===== config.mk =====
export PLATFORM = sky130hd
export DESIGN_NAME = mem_port_arbiter_flat
export DESIGN_NICKNAME = d
export VERILOG_FILES = /design/src/rtl/mem_port_arbiter_pkg.sv /design/src/rtl/mem_port_arbiter_if.sv /design/src/rtl/mem_port_arbiter_starve_ctr.sv /design/src/rtl/mem_port_arbiter.sv /design/src/flat_wrapper.sv
export SDC_FILE = /design/constraint.sdc
export NUM_CORES = 1
export LEC_CHECK = 0
export CORE_AREA = 3 3 102 104
export DETAILED_ROUTE_END_ITERATION = 8
export DIE_AREA = 0 0 105 107
export PLACE_DENSITY_LB_ADDON = 0.15
export REMOVE_ABC_BUFFERS = 1
export SETUP_SLACK_MARGIN = 0.05
export SLEW_MARGIN = 5
export SYNTH_ARGS = -nofsm -noshare
export SYNTH_HDL_FRONTEND = slang
export SYNTH_SLANG_ARGS = --single-unit

===== constraint.sdc =====
create_clock -name clk -period 3.33 [get_ports clk]
set_input_delay 0.666 -clock clk [delete_from_list [all_inputs] [get_ports clk]]
set_output_delay 0.666 -clock clk [all_outputs]
set_load 0.05 [all_outputs]

===== src/rtl/mem_port_arbiter_pkg.sv =====
// rtl/mem_port_arbiter_pkg.sv - shared types and constants for the memory port arbiter
//
// Purpose: FSM state encoding, request-type constants and the owner tag
//          used to steer a grant to the fetch or data port.
// Ports:   none (package).
package mem_arb_pkg;

   typedef enum logic [1:0] {
      IDLE   = 2'd0,
      WAIT_I = 2'd1,
      WAIT_D = 2'd2
   } state_e;

   typedef enum logic {
      OWN_I = 1'b0,
      OWN_D = 1'b1
   } owner_e;

   localparam logic MEM_READ  = 1'b0;
   localparam logic MEM_WRITE = 1'b1;

endpackage


===== src/rtl/mem_port_arbiter_if.sv =====
// rtl/mem_port_arbiter_if.sv - request/response bus bundle between processor, arbiter and memory
//
// Purpose: groups the fetch port (imem*), data port (dmem*) and memory port (mem*).
// Modports:
//   master - processor/memory environment side (drives requests and memory responses)
//   slave  - arbiter side (drives rdy, per-port responses and the memory request)
interface mem_port_arbiter_if #(
   parameter int ADDR_W = 32,
   parameter int DATA_W = 32
);
   logic              imemreq_val;
   logic [ADDR_W-1:0] imemreq_addr;
   logic              imemreq_rdy;
   logic              imemresp_val;
   logic [DATA_W-1:0] imemresp_data;

   logic              dmemreq_val;
   logic              dmemreq_type;
   logic [ADDR_W-1:0] dmemreq_addr;
   logic [DATA_W-1:0] dmemreq_wdata;
   logic              dmemreq_rdy;
   logic              dmemresp_val;
   logic [DATA_W-1:0] dmemresp_rdata;

   logic              memreq_val;
   logic              memreq_type;
   logic [ADDR_W-1:0] memreq_addr;
   logic [DATA_W-1:0] memreq_wdata;
   logic              memreq_rdy;
   logic              memresp_val;
   logic [DATA_W-1:0] memresp_data;

   modport master (
      output imemreq_val, imemreq_addr,
      input  imemreq_rdy, imemresp_val, imemresp_data,
      output dmemreq_val, dmemreq_type, dmemreq_addr, dmemreq_wdata,
      input  dmemreq_rdy, dmemresp_val, dmemresp_rdata,
      input  memreq_val, memreq_type, memreq_addr, memreq_wdata,
      output memreq_rdy, memresp_val, memresp_data
   );

   modport slave (
      input  imemreq_val, imemreq_addr,
      output imemreq_rdy, imemresp_val, imemresp_data,
      input  dmemreq_val, dmemreq_type, dmemreq_addr, dmemreq_wdata,
      output dmemreq_rdy, dmemresp_val, dmemresp_rdata,
      output memreq_val, memreq_type, memreq_addr, memreq_wdata,
      input  memreq_rdy, memresp_val, memresp_data
   );
endinterface


===== src/rtl/mem_port_arbiter_starve_ctr.sv =====
// rtl/mem_port_arbiter_starve_ctr.sv - saturating count of dmem grants taken while imem waits
//
// Purpose: only built when ARB_STARVE_GUARD_EN is defined; trip tells the
//          arbiter to let the fetch port win the next grant.
// Ports:
//   clk, rst - clock, asynchronous active-low reset
//   inc      - a dmem request fired while imem was valid
//   clr      - imem fired, or imem idle while the arbiter is in IDLE
//   trip     - count has reached STARVE_MAX
module mem_arb_starve_ctr #(
   parameter int STARVE_MAX = 3
) (
   input  logic clk,
   input  logic rst,
   input  logic inc,
   input  logic clr,
   output logic trip
);
   localparam int CW = ($clog2(STARVE_MAX + 1) < 1) ? 1 : $clog2(STARVE_MAX + 1);

   logic [CW-1:0] cnt_q;
   logic [CW-1:0] cnt_d;

   always_comb begin
      cnt_d = cnt_q;
      if (clr) begin
         cnt_d = '0;
      end else if (inc && (cnt_q != CW'(STARVE_MAX))) begin
         cnt_d = cnt_q + 1'b1;
      end
   end

   always_ff @(posedge clk or negedge rst) begin
      if (!rst) begin
         cnt_q <= '0;
      end else begin
         cnt_q <= cnt_d;
      end
   end

   assign trip = (cnt_q == CW'(STARVE_MAX));
endmodule


===== src/rtl/mem_port_arbiter.sv =====
// rtl/mem_port_arbiter.sv - shares one single-ported memory between fetch and data ports
//
// Purpose: one outstanding memory transaction at a time; dmem has priority,
//          the losing port sees rdy = 0; the response is routed to the owner.
//          Optional macro ARB_STARVE_GUARD_EN lets imem win after STARVE_MAX
//          consecutive dmem grants taken while imem was waiting.
// Ports:
//   clk  - clock
//   rst  - asynchronous active-low reset
//   bus  - mem_port_arbiter_if.slave: imem*, dmem* and mem* request/response signals
module mem_port_arbiter
   import mem_arb_pkg::*;
#(
   parameter int ADDR_W     = 32,
   parameter int DATA_W     = 32,
   parameter int STARVE_MAX = 3
) (
   input  logic                clk,
   input  logic                rst,
   mem_port_arbiter_if.slave   bus
);
   localparam logic [ADDR_W-1:0] ZERO_ADDR = '0;
   localparam logic [DATA_W-1:0] ZERO_DATA = '0;

   state_e state_q, state_d;
   logic   type_q,  type_d;
   owner_e owner;
   logic   grant_val;
   logic   starve_trip;

`ifdef ARB_STARVE_GUARD_EN
   logic starve_inc;
   logic starve_clr;

   // rdy high means that port fired this cycle.
   assign starve_inc = bus.dmemreq_rdy && bus.imemreq_val;
   assign starve_clr = bus.imemreq_rdy || ((state_q == IDLE) && !bus.imemreq_val);

   mem_arb_starve_ctr #(.STARVE_MAX(STARVE_MAX)) u_starve_ctr (
      .clk  (clk),
      .rst  (rst),
      .inc  (starve_inc),
      .clr  (starve_clr),
      .trip (starve_trip)
   );
`else
   // Never true: fixed priority, dmem always wins.
   assign starve_trip = (STARVE_MAX < 0);
`endif

   always_comb begin
      state_d            = state_q;
      type_d             = type_q;
      owner              = OWN_D;
      grant_val          = 1'b0;
      bus.memreq_val     = 1'b0;
      bus.memreq_type    = MEM_READ;
      bus.memreq_addr    = ZERO_ADDR;
      bus.memreq_wdata   = ZERO_DATA;
      bus.imemreq_rdy    = 1'b0;
      bus.dmemreq_rdy    = 1'b0;
      bus.imemresp_val   = 1'b0;
      bus.imemresp_data  = ZERO_DATA;
      bus.dmemresp_val   = 1'b0;
      bus.dmemresp_rdata = ZERO_DATA;

      case (state_q)
         IDLE: begin
            // Winner is recomputed every cycle; nothing is locked before fire.
            if (bus.dmemreq_val && !(starve_trip && bus.imemreq_val)) begin
               grant_val = 1'b1;
               owner     = OWN_D;
            end else if (bus.imemreq_val) begin
               grant_val = 1'b1;
               owner     = OWN_I;
            end
            if (grant_val) begin
               bus.memreq_val = 1'b1;
               if (owner == OWN_D) begin
                  bus.memreq_type  = bus.dmemreq_type;
                  bus.memreq_addr  = bus.dmemreq_addr;
                  bus.memreq_wdata = bus.dmemreq_wdata;
                  bus.dmemreq_rdy  = bus.memreq_rdy;
               end else begin
                  bus.memreq_addr  = bus.imemreq_addr;
                  bus.imemreq_rdy  = bus.memreq_rdy;
               end
               if (bus.memreq_rdy) begin
                  state_d = (owner == OWN_D) ? WAIT_D : WAIT_I;
                  type_d  = (owner == OWN_D) ? bus.dmemreq_type : MEM_READ;
               end
            end
         end
         WAIT_I: begin
            if (bus.memresp_val) begin
               bus.imemresp_val  = 1'b1;
               bus.imemresp_data = bus.memresp_data;
               state_d           = IDLE;
            end
         end
         WAIT_D: begin
            if (bus.memresp_val) begin
               bus.dmemresp_val   = 1'b1;
               bus.dmemresp_rdata = (type_q == MEM_WRITE) ? ZERO_DATA : bus.memresp_data;
               state_d            = IDLE;
            end
         end
         default: state_d = IDLE;
      endcase

      // Outputs are quiet while reset is held, even if requesters are valid.
      if (!rst) begin
         bus.memreq_val     = 1'b0;
         bus.memreq_type    = MEM_READ;
         bus.memreq_addr    = ZERO_ADDR;
         bus.memreq_wdata   = ZERO_DATA;
         bus.imemreq_rdy    = 1'b0;
         bus.dmemreq_rdy    = 1'b0;
         bus.imemresp_val   = 1'b0;
         bus.imemresp_data  = ZERO_DATA;
         bus.dmemresp_val   = 1'b0;
         bus.dmemresp_rdata = ZERO_DATA;
      end
   end

   always_ff @(posedge clk or negedge rst) begin
      if (!rst) begin
         state_q <= IDLE;
         type_q  <= MEM_READ;
      end else begin
         state_q <= state_d;
         type_q  <= type_d;
      end
   end
endmodule


===== src/flat_wrapper.sv =====
// flat-port wrapper written by rule: the top's interface ports become plain ports
module mem_port_arbiter_flat import mem_arb_pkg::*;
#(
   parameter int ADDR_W     = 32,
   parameter int DATA_W     = 32,
   parameter int STARVE_MAX = 3
)
  (clk, rst, bus_imemreq_val, bus_imemreq_addr, bus_imemreq_rdy, bus_imemresp_val, bus_imemresp_data, bus_dmemreq_val, bus_dmemreq_type, bus_dmemreq_addr, bus_dmemreq_wdata, bus_dmemreq_rdy, bus_dmemresp_val, bus_dmemresp_rdata, bus_memreq_val, bus_memreq_type, bus_memreq_addr, bus_memreq_wdata, bus_memreq_rdy, bus_memresp_val, bus_memresp_data);
  mem_port_arbiter_if #(.ADDR_W(ADDR_W), .DATA_W(DATA_W)) bus_i ();
  input  logic clk;
  input  logic rst;
  input wire logic [$bits(bus_i.imemreq_val)-1:0] bus_imemreq_val;
  input wire logic [$bits(bus_i.imemreq_addr)-1:0] bus_imemreq_addr;
  output wire logic [$bits(bus_i.imemreq_rdy)-1:0] bus_imemreq_rdy;
  output wire logic [$bits(bus_i.imemresp_val)-1:0] bus_imemresp_val;
  output wire logic [$bits(bus_i.imemresp_data)-1:0] bus_imemresp_data;
  input wire logic [$bits(bus_i.dmemreq_val)-1:0] bus_dmemreq_val;
  input wire logic [$bits(bus_i.dmemreq_type)-1:0] bus_dmemreq_type;
  input wire logic [$bits(bus_i.dmemreq_addr)-1:0] bus_dmemreq_addr;
  input wire logic [$bits(bus_i.dmemreq_wdata)-1:0] bus_dmemreq_wdata;
  output wire logic [$bits(bus_i.dmemreq_rdy)-1:0] bus_dmemreq_rdy;
  output wire logic [$bits(bus_i.dmemresp_val)-1:0] bus_dmemresp_val;
  output wire logic [$bits(bus_i.dmemresp_rdata)-1:0] bus_dmemresp_rdata;
  output wire logic [$bits(bus_i.memreq_val)-1:0] bus_memreq_val;
  output wire logic [$bits(bus_i.memreq_type)-1:0] bus_memreq_type;
  output wire logic [$bits(bus_i.memreq_addr)-1:0] bus_memreq_addr;
  output wire logic [$bits(bus_i.memreq_wdata)-1:0] bus_memreq_wdata;
  input wire logic [$bits(bus_i.memreq_rdy)-1:0] bus_memreq_rdy;
  input wire logic [$bits(bus_i.memresp_val)-1:0] bus_memresp_val;
  input wire logic [$bits(bus_i.memresp_data)-1:0] bus_memresp_data;
  assign bus_i.imemreq_val = bus_imemreq_val;
  assign bus_i.imemreq_addr = bus_imemreq_addr;
  assign bus_imemreq_rdy = bus_i.imemreq_rdy;
  assign bus_imemresp_val = bus_i.imemresp_val;
  assign bus_imemresp_data = bus_i.imemresp_data;
  assign bus_i.dmemreq_val = bus_dmemreq_val;
  assign bus_i.dmemreq_type = bus_dmemreq_type;
  assign bus_i.dmemreq_addr = bus_dmemreq_addr;
  assign bus_i.dmemreq_wdata = bus_dmemreq_wdata;
  assign bus_dmemreq_rdy = bus_i.dmemreq_rdy;
  assign bus_dmemresp_val = bus_i.dmemresp_val;
  assign bus_dmemresp_rdata = bus_i.dmemresp_rdata;
  assign bus_memreq_val = bus_i.memreq_val;
  assign bus_memreq_type = bus_i.memreq_type;
  assign bus_memreq_addr = bus_i.memreq_addr;
  assign bus_memreq_wdata = bus_i.memreq_wdata;
  assign bus_i.memreq_rdy = bus_memreq_rdy;
  assign bus_i.memresp_val = bus_memresp_val;
  assign bus_i.memresp_data = bus_memresp_data;
  mem_port_arbiter #(.ADDR_W(ADDR_W), .DATA_W(DATA_W), .STARVE_MAX(STARVE_MAX)) u_core (.clk(clk), .rst(rst), .bus(bus_i));
endmodule

# Word level (Yosys, flattened, before mapping)
# Cells that the tools add are included.
# classes
muxes	46
n_eq_ne	5
n_reduce_logical	4
# op_table
cell	count
$mux 32	15
$mux 1	26
$mux 2	4
$reduce_and 3->1	2
$ne 2x1->1 const B	2
$pmux 2 s2	1
$eq 2x1->1 const B	1
$eq 2x2->1 const B	1
$logic_not 2->1	1
$ne 2x2->1 const B	1
$reduce_or 2->1	1
# totals
reg_bits	3
word_cells	57
in_bits	135
output_inout_bits	134

# Depth between registers and ports, before layout
# Gate-level depths: netlist of run 1.
# depth
ltp_word	7
depth_mapped	6
ltp_nobuf	5

# Worst setup path after synthesis of run 1
# OpenSTA, ideal clock, no wires.
# synth_timing
kind	input to output
from	input bus_memresp_val
to	output bus_imemresp_data[22]
path_buffers	1
path_stages	3
arrival_ns	1.983
slack_ns	0.681
required_time_ns	2.664
path_cell_list	and3_1 > clkbuf_1 > and2_1
# synth_via
elab_chain_len	3
# synth_rtl
item	line	rtl
from (decl)	flat_wrapper.sv:29	input wire logic [$bits(bus_i.memresp_val)-1:0] bus_memresp_val;
$mux 32	mem_port_arbiter.sv:95	if (bus.memresp_val) begin
$mux 32	mem_port_arbiter.sv:67	case (state_q)
$mux 32	mem_port_arbiter.sv:112	if (!rst) begin
to (decl)	flat_wrapper.sv:16	output wire logic [$bits(bus_i.imemresp_data)-1:0] bus_imemresp_data;
# No other way between the ends.

# Final worst setup path of run 1
# layout_timing
from	input rst
to	output bus_dmemresp_val
# layout_via
elab_chain_len	1
# layout_rtl
item	line	rtl
from (decl)	flat_wrapper.sv:11	input logic rst;
$mux 1	mem_port_arbiter.sv:112	
to (decl)	flat_wrapper.sv:22	output wire logic [$bits(bus_i.dmemresp_val)-1:0] bus_dmemresp_val;
# No other way between the ends.

==> results.sh, run 1 <==
export IMPL_place_area_sq_um=5380
export IMPL_routed_via_density=4.12
export IMPL_grt_first_pass_wirelength_microns=14400
export IMPL_skew_ns=0.000724
export IMPL_initial_core_util=0.131
export IMPL_hp_start="u_core.type_q"
export IMPL_synth_area_per_cell_sq_um=7.19
export IMPL_synth_area_leaders="and2_1, a22o_1, dfrtp_1, buf_6, ha_1"
export IMPL_layout_drive_gt1_share=0.328
export IMPL_ios=269
export IMPL_worstMarginPinSlew_ns=0.489
export IMPL_rsz0062_at_grt="false"
export IMPL_overflow=0
export IMPL_final_common_cell="clkdlybuf4s50_1"
export IMPL_p_per_area_nw_per_um2=354
export IMPL_synth_xor_area_frac=0
export IMPL_drtPass1Iterations=4
export IMPL_vias=2347
export IMPL_synth_seq_area_share=0.0593
export IMPL_r2r_end="u_core.state_q[0]"
export IMPL_core_sq_um=9640
export IMPL_hold_ws_ns=0.519
export IMPL_clockBufferDepth=2
export IMPL_outcome="complete, no violations"
export IMPL_p_leak_nw=2.21
export IMPL_rr_startpoint="u_core.state_q[0]"
export IMPL_synth_seq_cells=3
export IMPL_hold_depth=2
export IMPL_cts_tree="yes"
export IMPL_fmax_mhz=340
export IMPL_use_met2=0.312
export IMPL_synth_top_area_frac=0.490
export IMPL_synth_top_family_by_area="simple AND/OR/NAND/NOR gates"
export IMPL_synth_simple_area_share=0.561
export IMPL_final_area_sq_um=5420
export IMPL_worstSetupStartpointType="input port"
export IMPL_rr_worst_depth=5
export IMPL_min_path_type="reg -> reg"
export IMPL_ys_types=24
export IMPL_die_area_sq_um=11200
export IMPL_totalPowerFinal_w=0.00192
export IMPL_h_tree_depth=1
export IMPL_synth_top_area_cell="and2_1"
export IMPL_grt_pass1_vias=2399
export IMPL_netlist_area_sq_um=1260
export IMPL_clock_latency_ns=0.21
export IMPL_crit_required_ns=2.66
export IMPL_gr_usage_met3=0.0530
export IMPL_hold_viol=0
export IMPL_report_final_slew_viol_count=0
export IMPL_ir_drop_v=0.000182
export IMPL_cp_arrival_ns=2.28
export IMPL_grt_use_total=0.164
export IMPL_setup_viol=0
export IMPL_grt_most_used_layer="met2"
export IMPL_muxShareOfSynthArea=0
export IMPL_slew_headroom=0.673
export IMPL_drcViolationCount=0
export IMPL_wirelength_microns=9960
export IMPL_yosys_warnings=0
export IMPL_std_cell_rows=36
export IMPL_clkTransAtPathRegs_ns=0.03
export IMPL_antenna_found_initial=0
export IMPL_grt_start_max_net_pins=67
export IMPL_min_period_over_period=0.884
export IMPL_r2r_setup_slack_ns=1.91
export IMPL_use_met1=0.176
export IMPL_final_setup_tns_ns=0
export IMPL_fp_dieH_microns=107
export IMPL_fin_crit_ns=2.94
export IMPL_syn_to_final_growth_pct=329
export IMPL_post_drt_wl_per_cell_microns=17.5
export IMPL_cts_sinks=3
export IMPL_antenna_left=0
export IMPL_maxCapViolations=0
export IMPL_layout_common_cells="clkdlybuf4s50_1, buf_12, and2_1, a22o_1"
export IMPL_cts_setup_buffers=0
export IMPL_drt_first_iter_violations=65
export IMPL_syn_inst=176
export IMPL_synthAdderAreaFrac=0.0297
export IMPL_crit_path_end_kind="output port"
export IMPL_final_core_util=0.563
export IMPL_synth_compound_area_share=0.253
export IMPL_cts_root_buf="clkbuf_8"
export IMPL_place_congestion=0.759
export IMPL_fp_dieW_microns=105
export IMPL_cp_max_fo=7
export IMPL_cts_buffers=3
export IMPL_critical_path_class="in -> out"
export IMPL_io_buffers=268
export IMPL_hpwl_microns=9050
export IMPL_num_antenna_cells=0
export IMPL_hold_end="u_core.type_q"
export IMPL_cts_resized=0
export IMPL_fin_nets=575
export IMPL_postCtsHoldBufs=0
cell usage after synthesis:
cell type / number
and2_1: 99
buf_6: 4
inv_1: 3
nor3b_4: 1
buf_2: 2
and2b_1: 1
o22ai_1: 1
a31oi_1: 1
ha_1: 3
nand2_1: 3
nand2b_1: 1
a32oi_1: 1
clkbuf_2: 3
or3_1: 1
or2b_1: 1
a22o_1: 32
buf_4: 4
nand2_2: 1
and3_1: 3
o221ai_1: 1
nor2_1: 2
o21ai_0: 2
dfrtp_1: 3
clkbuf_1: 3
routing by layer:
layer	part of all wire	routed length [microns]
met5	0	0
met4	0.017	174
met1	0.35	3480
met2	0.53	5320
met3	0.099	989
flip-flops by register name (all words and copies together), names as in the netlist:
name / count
u_core.type_q: 1
u_core.state_q: 2
power breakdown:
| part | leakage, nW | internal (W) | switching, W |
|---|---|---|---|
| Sequential | 0.0389 | 0.0000530 | 0.0000136 |
| Combinational | 2.14 | 0.000841 | 0.000911 |
| Clock | 0.0228 | 0.0000814 | 0.0000206 |
| Total | 2.21 | 0.000975 | 0.000945 |
area by class of cell:
cell class / count / area [sq um]
fillers: 863 / 4220
repair buffers: 272 / 4060
multi-input cells: 154 / 1070
well taps: 133 / 166
flip-flops and latches: 3 / 75.1
clock buffers: 4 / 45.0
inverters: 3 / 11.3
worst max-delay path: stages:
cell and delay, ns:
clkdlybuf4s50_1 0.60, and3_1 0.21, clkdlybuf4s50_1 0.80
stage by stage:
step,setup slack [ns],std cells
finish,0.387,569
global route,0.269,569
CTS,0.364,569
detailed placement,0.369,565
global placement,0.392,565
floorplan,0.353,160
logic make-up after synthesis:
family | count (synthesis)
fa+ha+maj | 3
compound gates | 38
simple gates | 113
buf+inv | 19
flops | 3
worst max-delay path by stage:
stage / to / depth (start not counted) / startpoint / slack [ns]
2_1_floorplan: bus_memreq_addr[0] / 4 / u_core.state_q[0] / 0.35
3_3_place_gp: bus_dmemresp_val / 3 / rst / 0.39
3_5_place_dp: bus_dmemresp_val / 3 / rst / 0.37
4_1_cts: bus_dmemresp_val / 3 / rst / 0.36
5_1_grt: bus_dmemresp_rdata[8] / 6 / rst / 0.27
6_report: bus_dmemresp_val / 3 / rst / 0.39
Power figures use the tool's default switching activity.
==> run 2: changes to the inputs <==
CORE_AREA = 3 3 103 105   (was 3 3 102 104)
DIE_AREA = 0 0 106 108   (was 0 0 105 107)
SYNTH_HIERARCHICAL = 1   (was not set)
clock period = 3.6 ns   (was 3.33 ns; I/O delays follow)
==> run 2 against run 1 <==
Worst hold slack worse by 0.0059 ns. Largest cell class unchanged. Non-clock buffer count unchanged. Sequential power is 9.8% lower. Final cell count unchanged. Routed wire length up 2.0%. Synthesized cell count is the same. Clock-buffer cell count is the same. Utilization down 0.62 points.
==> results.sh, run 2 <==
export IMPL_multiInputGateArea_sq_um=1070
export IMPL_antenna_left=0
export IMPL_synth_seq_area_share=0.0588
export IMPL_crit_path_end="bus_memreq_addr[10]"
export IMPL_hold_ws_ns=0.514
export IMPL_vias=2343
export IMPL_p_leak_nw=2.21
export IMPL_reg_largest_list="u_core/state_q (2), u_core/type_q (1)"
export IMPL_crit_required_ns=2.88
export IMPL_cp_max_fo=33
export IMPL_wirelength_microns=10200
export IMPL_syn_to_final_growth_pct=324
export IMPL_rr_startpoint="u_core/state_q[0]"
export IMPL_ys_async_sr_fraction=1.00
export IMPL_r2r_end="u_core/state_q[0]"
export IMPL_grt_use_total=0.159
export IMPL_h_tree_depth=1
export IMPL_ys_types=22
export IMPL_synthAdderAreaFrac=0.0294
export IMPL_synth_common_cells="and2_1, a22o_1, buf_6"
export IMPL_hold_viol=0
export IMPL_cts_resized=0
export IMPL_cp_arrival_ns=2.47
export IMPL_place_ws_ns=0.432
export IMPL_synth_top_area_frac=0.485
export IMPL_top_register="u_core/state_q"
export IMPL_wl_met1_microns=3290
export IMPL_syn_inst=176
export IMPL_final_common_cell="clkdlybuf4s50_1"
export IMPL_synth_edf_count=0
export IMPL_synth_top_area_cell="and2_1"
export IMPL_muxShareOfSynthArea=0
export IMPL_rsz0062_at_grt="false"
export IMPL_postCtsHoldBufs=0
export IMPL_regArea_sq_um=75.1
export IMPL_clkTransAtPathRegs_ns=0.03
export IMPL_synth_xor_area_frac=0
export IMPL_power_net_switching_w=0.000879
export IMPL_maxCapViolations=0
export IMPL_yosysMostFrequentCell="and2_1"
export IMPL_worstMarginPinSlew_ns=0.533
export IMPL_slew_headroom=0.644
export IMPL_layout_drive_gt1_share=0.326
export IMPL_synth_compound_area_share=0.251
export IMPL_finalWorstSetupSlack_ns=0.410
export IMPL_skew_ns=0.00372
export IMPL_clock_latency_ns=0.22
export IMPL_report_final_slew_viol_count=0
export IMPL_synth_area_per_cell_sq_um=7.26
export IMPL_worstSetupStartpointType="input port"
export IMPL_setup_viol=0
export IMPL_drt_first_iter_violations=105
export IMPL_largest_reg_flops=2
export IMPL_io_buffers=268
export IMPL_num_antenna_cells=0
export IMPL_combPwrFrac=0.909
export IMPL_core_sq_um=9730
export IMPL_synthFlopType="dfrtp_1"
export IMPL_intPower_w=0.000898
export IMPL_cts_sinks=3
export IMPL_critPathLaunch="rst"
export IMPL_grt_first_pass_wirelength_microns=14000
export IMPL_clockBufferDepth=2
export IMPL_fmax_mhz=313
export IMPL_antenna_found_initial=0
export IMPL_rr_worst_depth=5
export IMPL_fin_crit_ns=3.19
export IMPL_ios=269
export IMPL_routed_via_density=4.12
export IMPL_cts_buffers=3
export IMPL_top_layer_used="met4"
export IMPL_p_per_area_nw_per_um2=328
export IMPL_ir_drop_v=0.000185
export IMPL_cts_setup_buffers=0
export IMPL_yosys_warnings=6
export IMPL_drcViolationCount=0
export IMPL_layout_common_cells="clkdlybuf4s50_1, buf_12, and2_1, a22o_1"
export IMPL_post_drt_wl_per_cell_microns=17.9
export IMPL_std_cell_rows=36
export IMPL_fin_nets=575
export IMPL_cts_root_buf="clkbuf_8"
export IMPL_synth_top_family_by_area="simple AND/OR/NAND/NOR gates"
export IMPL_critical_path_class="in -> out"
export IMPL_crit_path_end_kind="output port"
export IMPL_place_congestion=0.815
export IMPL_hold_depth=2
export IMPL_r2r_setup_slack_ns=2.21
export IMPL_netlist_area_sq_um=1280
export IMPL_final_setup_tns_ns=0
export IMPL_min_path_type="reg -> reg"
export IMPL_synth_seq_cells=3
export IMPL_cts_tree="yes"
export IMPL_synth_area_leaders="and2_1, a22o_1, buf_6, dfrtp_1, ha_1"
export IMPL_min_period_over_period=0.886
export IMPL_overflow=0
export IMPL_initial_core_util=0.131
export IMPL_fill_cells=857
export IMPL_wl_met2_microns=5490
export IMPL_outcome="complete, no violations"
export IMPL_die_area_sq_um=11400
export IMPL_fp_dieW_microns=106
export IMPL_swShare=0.495
export IMPL_hpwl_microns=9150
export IMPL_synth_simple_area_share=0.555
export IMPL_grt_pass1_vias=2389
export IMPL_fp_dieH_microns=108
export IMPL_grt_start_max_net_pins=67
export IMPL_clkPwrFrac=0.057
export IMPL_power_frac_seq=0.034
export IMPL_met3_length_microns=1190
export IMPL_drtPass1Iterations=4
-- run 2: changes by cell type in the layout (fill, tap and decap cells not counted) --
cell / change
clkdlybuf4s50_1: +1
buf_12: -1
-- run 2: per-stage QoR --
stage | cell area (sq um) | power, W | utilization | std cells
6_report | 5410 | 0.00178 | 0.556 | 569
4_1_cts | 5410 | 0.00179 | 0.556 | 569
3_5_place_dp | 5370 | 0.00169 | 0.552 | 565
2_1_floorplan | 1150 | 0.000792 | - | 160
3_3_place_gp | 5370 | 0.00167 | 0.552 | 565
5_1_grt | 5410 | 0.00184 | 0.556 | 569
-- run 2: how the worst min path moves through the flow --
stage                        end          start  slack [ns]
2_1_floorplan  u_core/state_q[0]            rst        0.42
3_3_place_gp       u_core/type_q  u_core/type_q        0.49
3_5_place_dp       u_core/type_q  u_core/type_q        0.50
4_1_cts            u_core/type_q  u_core/type_q        0.51
5_1_grt            u_core/type_q  u_core/type_q        0.56
6_report           u_core/type_q  u_core/type_q        0.51
-- run 2: layout make-up --
type	count	area share
timing repair buffer	272	0.748
multi-input combinational	154	0.197
tap	133	0.0307
sequential	3	0.0139
clock buffer	4	0.00832
inverter	3	0.00208
-- run 2: cell families (layout without fill, tap and decap cells) --
family                   after synthesis  count (layout)
AO/OA/AOI/OAI                         38              38
adder cells (fa/ha/maj)                3               3
buffers and inverters                 19             279
flip-flops                             3               3
AND/OR/NAND/NOR                      113             113
-- run 2: worst max-delay path: stages --
cell	delay, ns
clkdlybuf4s50_1	0.61
nand2_2	0.13
nor3b_4	0.20
buf_4	0.36
a22o_1	0.27
buf_12	0.15
-- run 2: power by group through the flow --
| stage | Sequential [W] | Combinational [W] | Clock (W) |
|---|---|---|---|
| detailed placement | 0.0000596 | 0.00163 | 0 |
| global placement | 0.0000587 | 0.00161 | 0 |
| global route | 0.0000611 | 0.00167 | 0.000106 |
| floorplan | 0.0000564 | 0.000736 | 0 |
| CTS | 0.0000596 | 0.00163 | 0.000102 |
| finish | 0.0000601 | 0.00162 | 0.000101 |
-- run 2: layer usage --
metal | GRT usage | up-vias
li1 | - | 1115
met1 | 0.150 | 1039
met2 | 0.324 | 181
met3 | 0.0579 | 8
met4 | 0.0361 | 0
met5 | 0 | -
==> run 3: changes to the inputs <==
CORE_AREA = 3 3 102 104   (was 3 3 103 105)
DIE_AREA = 0 0 105 107   (was 0 0 106 108)
clock period = 2.6 ns   (was 3.6 ns; I/O delays follow)
==> run 3 against run 2 <==
Critical path depth shrank 1. Largest power group unchanged. First-iteration DRC count shrank 35%. Critical endpoint is now bus_memreq_addr[23]. Final cell count grew 1.4%. Routed wire length grew 3.2%. Sequential share of layout area is essentially flat. Worst setup slack lost 0.28 ns. Via count is the same.
==> results.sh, run 3 (synthesis gave the netlist of run 2 again) <==
export IMPL_outcome="complete, no violations"
export IMPL_post_place_cells=569
export IMPL_fin_crit_ns=2.47
export IMPL_min_period_over_period=0.951
export IMPL_syn_to_final_growth_pct=335
export IMPL_grt_use_total=0.168
export IMPL_clkPwrFrac=0.053
export IMPL_cp_slowest_cell="clkdlybuf4s50_1"
export IMPL_drt_first_iter_violations=68
export IMPL_antenna_found_initial=1
export IMPL_crit_family="buffers and inverters"
export IMPL_report_final_slew_viol_count=0
export IMPL_h_tree_depth=1
export IMPL_skew_ns=0.0000835
export IMPL_fin_cells=577
export IMPL_clock_latency_ns=0.21
export IMPL_wirelength_microns=10500
export IMPL_cts_root_buf="clkbuf_8"
export IMPL_p_per_area_nw_per_um2=456
export IMPL_grt_first_pass_wirelength_microns=14500
export IMPL_worstMarginPinSlew_ns=0.236
export IMPL_ios=269
export IMPL_p_leak_nw=2.28
export IMPL_fin_nets=583
export IMPL_routed_via_density=4.06
export IMPL_layout_common_cells="buf_12, clkdlybuf4s50_1, and2_1, a22o_1, buf_4"
export IMPL_intPower_w=0.00130
export IMPL_crit_path_end_kind="output port"
export IMPL_combPwrFrac=0.914
export IMPL_cts_buffers=3
export IMPL_clkTransAtPathRegs_ns=0.03
export IMPL_cp_depth=5
export IMPL_worstSetupStartpointType="input port"
export IMPL_critPathBufInv=3
export IMPL_cp_max_fo=19
export IMPL_critical_path_class="in -> out"
export IMPL_ir_drop_v=0.000298
export IMPL_drtPass1Iterations=4
export IMPL_place_congestion=0.796
export IMPL_num_antenna_cells=0
export IMPL_cp_arrival_ns=1.95
export IMPL_fmax_mhz=405
export IMPL_grt_pass1_vias=2387
export IMPL_slew_headroom=0.842
export IMPL_final_common_cell="buf_12"
export IMPL_vias=2343
export IMPL_fp_dieW_microns=105
export IMPL_grt_start_max_net_pins=48
export IMPL_cts_tree="yes"
export IMPL_setup_viol=0
export IMPL_cp_cell_sequence="clkdlybuf4s50_1, and3_2, buf_4, a22o_1, buf_12"
export IMPL_hold_viol=0
export IMPL_swShare=0.489
export IMPL_power_frac_seq=0.033
export IMPL_crit_required_ns=2.08
export IMPL_totalPowerFinal_w=0.00254
export IMPL_min_path_type="in -> async"
export IMPL_reg_largest_list="u_core/state_q (2), u_core/type_q (1)"
export IMPL_rsz0062_at_grt="false"
export IMPL_core_sq_um=9640
export IMPL_overflow=0
export IMPL_maxCapViolations=0
export IMPL_power_net_switching_w=0.00124
export IMPL_post_drt_wl_per_cell_microns=18.2
export IMPL_rr_worst_depth=5
export IMPL_clockBufferDepth=2
export IMPL_fp_dieH_microns=107
export IMPL_drcViolationCount=0
export IMPL_initial_core_util=0.133
export IMPL_postCtsHoldBufs=0
export IMPL_antenna_left=0
export IMPL_die_area_sq_um=11200
export IMPL_io_buffers=268
export IMPL_layout_drive_gt1_share=0.347
export IMPL_largest_reg_flops=2
export IMPL_top_register="u_core/state_q"
export IMPL_std_cell_rows=36
export IMPL_cts_sinks=3
export IMPL_crit_path_max_incr_delay_ns=0.54
## run 3: repair_timing
item	4_1_cts	5_1_grt
setup endpoints to repair	0	43
gates resized for setup	0	3
hold endpoints to repair	0	0
buffers inserted	0	2
## run 3: metal layers
layer  track usage  share of wire
met2         0.334           0.56
met1         0.165           0.32
met3        0.0662           0.11
met5             0         0.0012
met4        0.0291         0.0074
## run 3: path summary, 6_finish.rpt
kind / slack (ns) / start / endpoint
setup reg to reg: 1.19 / u_core/state_q[1] / u_core/state_q[0]
min in group clk: 0.52 / u_core/type_q / u_core/type_q
hold reg to reg: 0.52 / u_core/type_q / u_core/type_q
hold / removal: 0.33 / rst / u_core/type_q
max in group asynchronous: 2.17 / rst / u_core/state_q[0]
setup / recovery: 0.13 / bus_dmemreq_val / bus_memreq_addr[23]
## run 3: area by class of cell
class	instances	area (sq um)
Sequential cell	3	75.1
Inverter	3	11.3
Multi-Input combinational cell	154	1070
Timing Repair Buffer	280	4190
Tap cell	133	166
Fill cell	841	4080
Clock buffer	4	45.0
## run 3: stage by stage
| step | setup TNS [ns] | hold slack, ns | utilization | worst slack [ns] | area (sq um) |
|---|---|---|---|---|---|
| global placement | 0 | 0.496 | 0.566 | 0.107 | 5460 |
| floorplan | -13.06 | 0.224 | - | -0.204 | 1150 |
| global route | 0 | 0.343 | 0.576 | 0.0726 | 5560 |
| finish | 0 | 0.333 | 0.576 | 0.128 | 5560 |
| CTS | 0 | 0.502 | 0.571 | 0.0599 | 5500 |
| detailed placement | 0 | 0.496 | 0.566 | 0.0624 | 5460 |
## run 3: power groups by stage
stage	Combinational, W	Sequential [W]	Clock (W)
global route	0.00240	0.0000880	0.000144
floorplan	0.00102	0.0000781	0
detailed placement	0.00230	0.0000840	0
finish	0.00232	0.0000844	0.000135
CTS	0.00231	0.0000833	0.000137
global placement	0.00228	0.0000823	0
## run 3: worst reg2reg max path, stage by stage (launching register included)
cell and delay [ns]:
dfrtp_1 0.37, inv_1 0.09, ha_2 0.33, nand2b_1 0.12, a31oi_1 0.24, o221ai_1 0.13
==> variant: new RTL, settings of run 1 <==
The option `ARB_STARVE_GUARD_EN` is turned on by a define.
--- a/src/rtl/mem_port_arbiter.sv
+++ b/src/rtl/mem_port_arbiter.sv
@@ -10,2 +10,4 @@
 //   bus  - mem_port_arbiter_if.slave: imem*, dmem* and mem* request/response signals
+`define ARB_STARVE_GUARD_EN
+
 module mem_port_arbiter
Behaviour: same outputs for any inputs over 4 cycles, from zero or initial values and one cycle with rst low; that may be too few to reach the edited logic, so the function may still have changed.
==> variant against run 1 <==
Routed wire length increased by 12%. Register-to-register slack worse by 0.22 ns. Count of clock-buffer cells in the layout unchanged. Total power is 8.4% higher. Cell area up 9.6%. Sequential share of layout area rose by 0.72 points. Synthesized area up 39%. Sequential cell count grew 2. First-iteration DRC count up 37%. Worst setup slack worse by 0.14 ns. Die area unchanged.
==> variant: results (changes against run 1) <==
cts_setup_buffers: 0  # unchanged
reg_top3: "u_core.state_q: 2 flops, u_core.u_starve_ctr.cnt_q: 2 flops, u_core.type_q: 1 flops"  # was u_core.state_q: 2 flops, u_core.type_q: 1 flops
finClkSkew_ns: 0.00276  # was 0.000724 ns
dp_hpwl_mm: 9.89  # was 9.05 mm
drive_above_1_share_pct: 34.9  # was 32.8%
reg2reg_setup_slack_ns: 1.69  # was 1.91 ns
synth_area_leaders: "and2_1, a21oi_2, nand3_1"  # was and2_1, a22o_1, dfrtp_1
dp.cells: 653  # was 565
detail-route-antenna-nets: 0  # unchanged
ys_seq_area_share_pct: 7.09  # was 5.93%
grt_first_pass_wirelength_mm: 16.6  # was 14.4 mm
synth.distinct_cells: 31  # was 24
track_usage_pct: 18.6  # was 16.4%
wl_mm: 11.1  # was 9.96 mm
hold_depth: 1  # was 2
worstRegToRegCells: 4  # was 5
fill_cells: 815  # was 863
insertion_delay_ns: 0.23  # was 0.21 ns
crit_fanout: 16  # was 7
worstPathArrival_ns: 2.42  # was 2.28 ns
via_per_inst: 4.38  # was 4.12
cts-buffers-inserted: 3  # unchanged
grt_start_max_net_pins: 35  # was 67
grt_use_met1_pct: 21.4  # was 17.6%
status: "finished, final reports clean"  # unchanged
drt_iter0_markers: 89  # was 65
use_met3_pct: 5.06  # was 5.30%
syn_area_per_cell_um2: 6.61  # was 7.19 µm²
async_flop_share_pct: 100  # unchanged
diodes: 0  # unchanged
antenna_found_initial: 0  # unchanged
grt_pass1_vias: 2830  # was 2399
fin_setup_tns_ns: 0  # unchanged
clock_path_buffers: 2  # unchanged
relSlewSlack_pct: 68.4  # was 67.3%
io_buffers: 268  # unchanged
gp_congestion: 0.844  # was 0.759
routedWlPerCell_um: 16.9  # was 17.5 µm
met2_usage_pct: 34.6  # was 31.2%
h-tree-depth: 1  # unchanged
synth_common_cells: "and2_1, nand3_1, o21ai_1, a21oi_2, buf_2"  # was and2_1, a22o_1, buf_4, buf_6
min-delay-path-class: "reg2reg"  # unchanged
finalHoldViolations: 0  # unchanged
cts.clk_slew.worst_paths_ns: 0.04
ys_warn_count: 0  # unchanged
leakagePower_nw: 2.32  # was 2.21 nW
cts-root-buf: "clkbuf_8"  # unchanged
dr.pass1.iters: 4  # unchanged
peakVddDrop_mv: 0.203  # was 0.182 mV
synth_flop_cell: "dfrtp_1"  # unchanged
fin_nets: 664  # was 575
cts_resized: 0  # unchanged
variant: cell type report:
class                           instances  area [µm²]  area share, %
Timing Repair Buffer                  280        4140           69.6
Multi-Input combinational cell        227        1440           24.2
Tap cell                              133         166           2.80
Sequential cell                         5         125           2.10
Clock buffer                            4        45.0          0.758
Inverter                                8        30.0          0.505
variant: metrics by stage:
step | hold slack, ns | util [%] | area (µm²) | power (mW) | setup slack, ns
6_report | 0.491 | 61.7 | 5950 | 2.08 | 0.245
4_1_cts | 0.493 | 61.7 | 5950 | 2.10 | 0.251
3_5_place_dp | 0.492 | 61.2 | 5900 | 1.98 | 0.259
5_1_grt | 0.517 | 61.7 | 5950 | 2.17 | 0.129
3_3_place_gp | 0.467 | 61.2 | 5900 | 1.96 | 0.313
2_1_floorplan | 0.370 | - | 1590 | 0.964 | -0.0272
variant: path summary, 6_finish.rpt:
check / from / end
setup / recovery: bus_dmemreq_val / bus_memreq_addr[12]
hold / removal: u_core.u_starve_ctr.cnt_q[0]$_DFFE_PN0P_ / u_core.u_starve_ctr.cnt_q[0]$_DFFE_PN0P_
setup reg to reg: u_core.u_starve_ctr.cnt_q[0]$_DFFE_PN0P_ / u_core.type_q$_DFFE_PN0P_
hold reg to reg: u_core.u_starve_ctr.cnt_q[0]$_DFFE_PN0P_ / u_core.u_starve_ctr.cnt_q[0]$_DFFE_PN0P_
max in group asynchronous: rst / u_core.state_q[1]$_DFFE_PN0P_
min in group asynchronous: rst / u_core.state_q[0]$_DFFE_PN0P_
variant: logic make-up after synthesis:
| family | synth area share [%] |
|---|---|
| AOI/OAI and AO/OA | 29.9 |
| adders and majority gates | 2.84 |
| buffers and inverters | 11.5 |
| DFF | 7.09 |
| and+or+nand+nor | 48.7 |
variant: metal layers:
layer / part of all wire (%) / routed length (µm) / vias up
li1: - / - / 1417
met1: 39 / 4320 / 1298
met2: 51 / 5700 / 155
met3: 9.0 / 1000 / 7
met4: 0.78 / 87 / 0
met5: 0 / 0 / -
variant: report_power, final:
group	internal, mW	switching [mW]
sequential	0.0811	0.0126
clock	0.0824	0.0327
combinational	0.872	1.00
total	1.04	1.05
variant: critical path, stage by stage:
cell and delay [ns]:
clkdlybuf4s50_1 0.59, and2b_1 0.37, buf_4 0.30, o21ai_1 0.10, a21oi_2 0.21, buf_12 0.16
